--- config.mk ---
export PLATFORM = sky130hd
export DESIGN_NAME = os_psum_collector
export DESIGN_NICKNAME = d
export VERILOG_FILES = /design/src/rtl/os_psum_collector.sv
export SDC_FILE = /design/constraint.sdc
export NUM_CORES = 2
export LEC_CHECK = 0
export CORE_AREA = 2 2 489 491
export CTS_BUF_LIST = sky130_fd_sc_hd__clkbuf_4 sky130_fd_sc_hd__clkbuf_8 sky130_fd_sc_hd__clkbuf_16
export DETAILED_ROUTE_END_ITERATION = 10
export DIE_AREA = 0 0 491 493
export MAX_ROUTING_LAYER = met4
export PLACE_DENSITY = 0.47
export SLEW_MARGIN = 10
export SYNTH_ARGS = -nofsm -noshare
export SYNTH_HDL_FRONTEND = slang
export SYNTH_SLANG_ARGS = --single-unit
--- constraint.sdc ---
create_clock -name i_clk -period 45.6 [get_ports i_clk]
set_input_delay 4.56 -clock i_clk [delete_from_list [all_inputs] [get_ports i_clk]]
set_output_delay 4.56 -clock i_clk [all_outputs]
set_load 0.03 [all_outputs]
--- src/rtl/os_psum_collector.sv ---
// os_psum_collector: per-column OS-mode psum capture with per-row slots, lowest-row-first drain
// to valid/ready outputs, sticky overflow on slot collisions.
module os_psum_collector #(
    parameter int psum_bw = 16,
    parameter int col = 8,
    parameter int row = 8,
    localparam int RW = row > 1 ? $clog2(row) : 1
) (
    input  logic                       i_clk,
    input  logic                       i_reset,
    input  logic                       i_os_mode,
    input  logic                       i_flush,
    input  logic [row*col-1:0]         i_os_valid,
    input  logic [psum_bw*row*col-1:0] i_os_psum,
    input  logic [col-1:0]             i_out_ready,
    output logic [col-1:0]             o_out_valid,
    output logic [psum_bw*col-1:0]     o_out_data,
    output logic [RW*col-1:0]          o_out_row,
    output logic [col-1:0]             o_overflow,
    output logic                       o_busy
);
    logic [col-1:0] w_cbusy;

    for (genvar c = 0; c < col; c++) begin : g_col
        logic [row-1:0]              r_pend, w_drn;
        logic [row-1:0][psum_bw-1:0] r_slot;
        logic                        r_ovalid, r_ovf, w_free, w_any;
        logic [psum_bw-1:0]          r_odata;
        logic [RW-1:0]               r_orow, w_sel;

        assign w_free = !r_ovalid | i_out_ready[c];

        // Descending scan so the lowest pending row ends up selected.
        always_comb begin
            w_sel = '0;
            w_any = 1'b0;
            for (int r = row - 1; r >= 0; r--)
                if (r_pend[r]) begin
                    w_sel = RW'(r);
                    w_any = 1'b1;
                end
            w_drn = '0;
            if (w_free && w_any) w_drn[w_sel] = 1'b1;
        end

        always_ff @(posedge i_clk or posedge i_reset) begin
            if (i_reset) begin
                r_pend   <= '0;
                r_slot   <= '0;
                r_ovalid <= 1'b0;
                r_odata  <= '0;
                r_orow   <= '0;
                r_ovf    <= 1'b0;
            end else if (i_flush) begin
                r_pend   <= '0;
                r_ovalid <= 1'b0;
            end else begin
                if (w_free) begin
                    r_ovalid <= w_any;
                    if (w_any) begin
                        r_odata <= r_slot[w_sel];
                        r_orow  <= w_sel;
                    end
                end
                // A slot drained on this edge may be refilled on the same edge.
                for (int r = 0; r < row; r++) begin
                    if (i_os_mode && i_os_valid[r*col+c]) begin
                        if (!r_pend[r] || w_drn[r]) begin
                            r_slot[r] <= i_os_psum[(r*col+c)*psum_bw +: psum_bw];
                            r_pend[r] <= 1'b1;
                        end else r_ovf <= 1'b1;
                    end else if (w_drn[r]) r_pend[r] <= 1'b0;
                end
            end
        end

        assign o_out_valid[c]                   = r_ovalid;
        assign o_out_data[c*psum_bw +: psum_bw] = r_odata;
        assign o_out_row[c*RW +: RW]            = r_orow;
        assign o_overflow[c]                    = r_ovf;
        assign w_cbusy[c]                       = |r_pend | r_ovalid;
    end

    assign o_busy = |w_cbusy;
endmodule
==> results.yml <==
floorplanning:
  io_pins: 1269
  fp.coreArea_um2: 237000
  rows: 179
  dieArea_um2: 242100
  die_x_um: 491
  start_util: 0.2304
  die_h_um: 493
synth:
  synth_warnings: 0
  synth_edf_count: 0
  synth_seq_cells: 1256
  synth_cell_type_count: 69
  avgSynthCellArea_um2: 13.12
  yosysSeqAreaShare: 0.5756
  synth_fp_nets: 5261
  synth_area_um2: 54610
  yosys_most_used_dff: "dfrtp_1"
  async_reset_ff_frac: 1.000
  syn_inst: 4161
clock_network:
  cts_max_path_buffers: 3
  htree_num_levels: 4
  cts_tree: "built"
  path_clk_slew_ns: 0.06
  clk_latency_ns: 0.78
  root_buffer: "clkbuf_16"
  post_cts_buffers: 0
  cts-resized-gates: 0
  postCtsHoldBufs: 0
  cts_buffers: 155
  cts.sinks: 1256
final_layout:
  multi_input_area_um2: 21900
  seq_area_um2: 31430
  layout.nets: 6470
  fillCellCount: 23980
  syn_to_final_growth_pct: 39.84
  final_layout_size_suffix_gt1_frac: 0.2734
  final_area_um2: 76360
place:
  dp_hpwl_mm: 192.6
  port_buffers: 1268
  place.gp.congestion: 0.8975
  dpl_cell_area_um2: 70760
power_and_ir_drop:
  peakVddDrop_mv: 0.03063
  p_sw_mw: 1.151
  powerDensity_nw_per_um2: 48.39
  seqPwrFrac: 0.414
  comb_power_share: 0.241
  switching_share: 0.3116
  leakagePower_nw: 30.83
  clkPwrFrac: 0.345
  p_int_mw: 2.544
routing:
  vias_per_cell: 4.774
  drtIter0Drc: 3239
  vias: 41910
  ant_nets: 0
  drtPass1Iterations: 9
  remaining_drc_errors: 0
  drt-total-wl_mm: 253.9
  wire_per_inst_um: 28.92
worst_setup_path:
  crit_chain: "clkdlybuf4s50_1 -> inv_8 -> buf_4 -> buf_4 -> buf_4 -> buf_4 -> buf_4"
  criticalPathCategory: "in -> async"
  cp_common_cell: "buf_4"
  crit_slowest_cell: "buf_4"
  cp.arrival_ns: 9.76
  startpoint_type: "input pin"
  reg2reg_depth: 7
  cpLargestDelayFamily: "buffers and inverters"
  crit_required_ns: 46.38
  path_buf_inv: 7
  cp.depth: 7
  cp_max_fo: 113
  endpoint_kind: "async pin"
  max_stage_delay_ns: 0.83
hold_path:
  min_path_cells: 2
  hold_path.class: "reg -> reg"
sta:
  setup_viol: 0
  min_period_ns: 8.984
  slew_headroom: 0.1335
  final_max_slew_viol_count: 0
  fmax_mhz: 111.3
  fin_tns_setup_ns: 0
  clock_skew_ns: 0.05524
  finalCritPeriodShare: 0.1970
  hold_violations: 0
  rsz0062_at_grt: "no"
  worst_pin_slew_ns: 1.300
global_routing:
  grt_pass1_vias: 43490
  grt_max_degree: 114
  grtUsageMet1: 0.2404
  grt-ovfl-total: 0
  grtUsageMet3: 0.07086
  grtUsageTotal: 0.2091
  grt_pass1_wl_mm: 350.0
  grt_use_met2: 0.3418
  busiest_layer: "met2"
  antenna_found_initial: 132
run_status:
  status: "finished, final reports clean"
flow_run:
  max_cap_violations: 0
-- placed cells by master, fill, tap and decap left out, types with 7 or more instances in the layout --
master,instances
a211oi_1,14
a21oi_1,222
a221oi_1,34
a222oi_1,196
a22o_1,41
a22oi_1,74
and3_1,63
buf_4,84
clkbuf_16,155
clkbuf_4,37
clkbuf_8,39
clkdlybuf4s50_1,1266
clkinv_2,18
dfrtp_1,1256
diode_2,120
inv_1,39
inv_6,9
mux2_1,26
mux2_2,1043
mux2_4,10
mux2i_1,36
nand2_1,226
nand2b_1,12
nand3_1,77
nor2_1,113
nor2b_1,18
nor3_2,7
nor3b_1,26
nor4_1,8
o211ai_1,8
o21ai_0,115
o21ai_1,9
o221a_2,23
o22ai_1,25
o31ai_1,14
or2_2,7
-- Yosys cell counts (5+ instances only) --
master / n / area [um2]
dfrtp_1: 1256 / 31430
mux2_2: 1043 / 11750
nand2_1: 226 / 848.3
a21oi_1: 224 / 1121
clkbuf_1: 206 / 773.2
a222oi_1: 196 / 1962
nor2_1: 123 / 461.7
o21ai_0: 115 / 575.6
nand3_1: 77 / 385.4
a22oi_1: 74 / 555.5
and3_1: 63 / 394.1
buf_2: 49 / 245.2
a22o_1: 41 / 359.1
inv_1: 40 / 150.1
mux2i_1: 36 / 360.4
a221oi_1: 34 / 297.8
buf_4: 28 / 210.2
mux2_1: 26 / 292.8
nor3b_1: 26 / 195.2
o22ai_1: 25 / 156.4
o221a_2: 23 / 259.0
nor2b_1: 19 / 118.9
o31ai_1: 17 / 127.6
a211oi_1: 14 / 105.1
nor3_1: 14 / 70.07
nand2b_1: 12 / 75.07
o21ai_1: 11 / 55.05
mux2_4: 10 / 150.1
nor4_1: 10 / 62.56
buf_1: 9 / 33.78
o211ai_1: 8 / 60.06
buf_6: 7 / 78.83
or2_2: 7 / 43.79
a31oi_1: 6 / 37.54
o22a_1: 6 / 52.55
o41ai_1: 6 / 52.55
or3_1: 6 / 37.54
or4_1: 6 / 45.04
a21o_1: 5 / 37.54
-- cell families (layout without fill, tap and decap cells) --
family | count (synthesis) | count (layout) | synth area share
other cells | 0 | 120 | 0
compound gates | 842 | 842 | 0.1127
simple gates | 609 | 609 | 0.05463
flops | 1256 | 1256 | 0.5756
mux | 1115 | 1115 | 0.2298
buf+inv | 339 | 1669 | 0.02731
-- final timing paths --
| kind | slack, ns | from | endpoint |
|---|---|---|---|
| setup / recovery | 36.62 | i_reset | g_col[5].r_slot[18] |
| hold / removal | 0.48 | g_col[7].r_orow[1] | g_col[7].r_orow[1] |
| setup reg to reg | 42.05 | g_col[4].r_pend[4] | g_col[4].r_odata[4] |
| hold reg to reg | 0.48 | g_col[7].r_orow[1] | g_col[7].r_orow[1] |
| max in group i_clk | 37.11 | g_col[4].r_pend[2] | o_busy |
| min in group asynchronous | 4.40 | i_reset | g_col[2].r_slot[13] |
-- stage by stage --
| stage | setup WS [ns] | total power [mW] | utilization | hold slack (ns) | instances |
|---|---|---|---|---|---|
| 2_1_floorplan | 5.646 | 1.999 | - | 0.4529 | 4161 |
| 3_3_place_gp | 35.55 | 2.433 | 0.2986 | 0.4559 | 8379 |
| 3_5_place_dp | 35.54 | 2.449 | 0.2986 | 0.4695 | 8380 |
| 4_1_cts | 36.40 | 3.746 | 0.3210 | 0.4813 | 8658 |
| 5_1_grt | 35.87 | 3.864 | 0.3221 | 0.4984 | 8767 |
| 6_report | 36.62 | 3.695 | 0.3223 | 0.4772 | 8778 |
-- cell type report --
type                       count  share of cell area
clock inverter                47            0.007881
inverter                      40            0.002065
clock buffer                 231             0.06146
antenna                      120            0.003933
multi-input combinational   2566              0.2868
timing repair buffer        1351              0.1744
sequential                  1256              0.4116
tap                         3167             0.05189
-- layer usage --
layer / up-vias / share of wire
met3: 325 / 0.086
li1: 18290 / -
met2: 1671 / 0.49
met4: 0 / 0.032
met1: 21620 / 0.39
met5: - / 0
-- flip-flops by register name, summed over array words and instances, names as in the netlist --
name,flops
g_col.r_pend,64
g_col.r_slot,1024
g_col.r_orow,24
g_col.r_odata,128
g_col.r_ovalid,8
g_col.r_ovf,8
-- worst min-delay path, delay by kind of cell (launching register included) --
kind             cells  cell delay, ns
DFF                  1            0.35
and+or+nand+nor      2            0.10
-- power groups by stage --
| stage | registers, mW | logic [mW] | clock network [mW] |
|---|---|---|---|
| final | 1.53 | 0.891 | 1.28 |
| after global routing | 1.56 | 0.952 | 1.36 |
| after CTS | 1.53 | 0.904 | 1.31 |
| after detailed placement | 1.55 | 0.900 | 0 |
| after global placement | 1.54 | 0.891 | 0 |
| after floorplan | 1.58 | 0.418 | 0 |
Note: power is estimated with default switching activity, not from simulation.
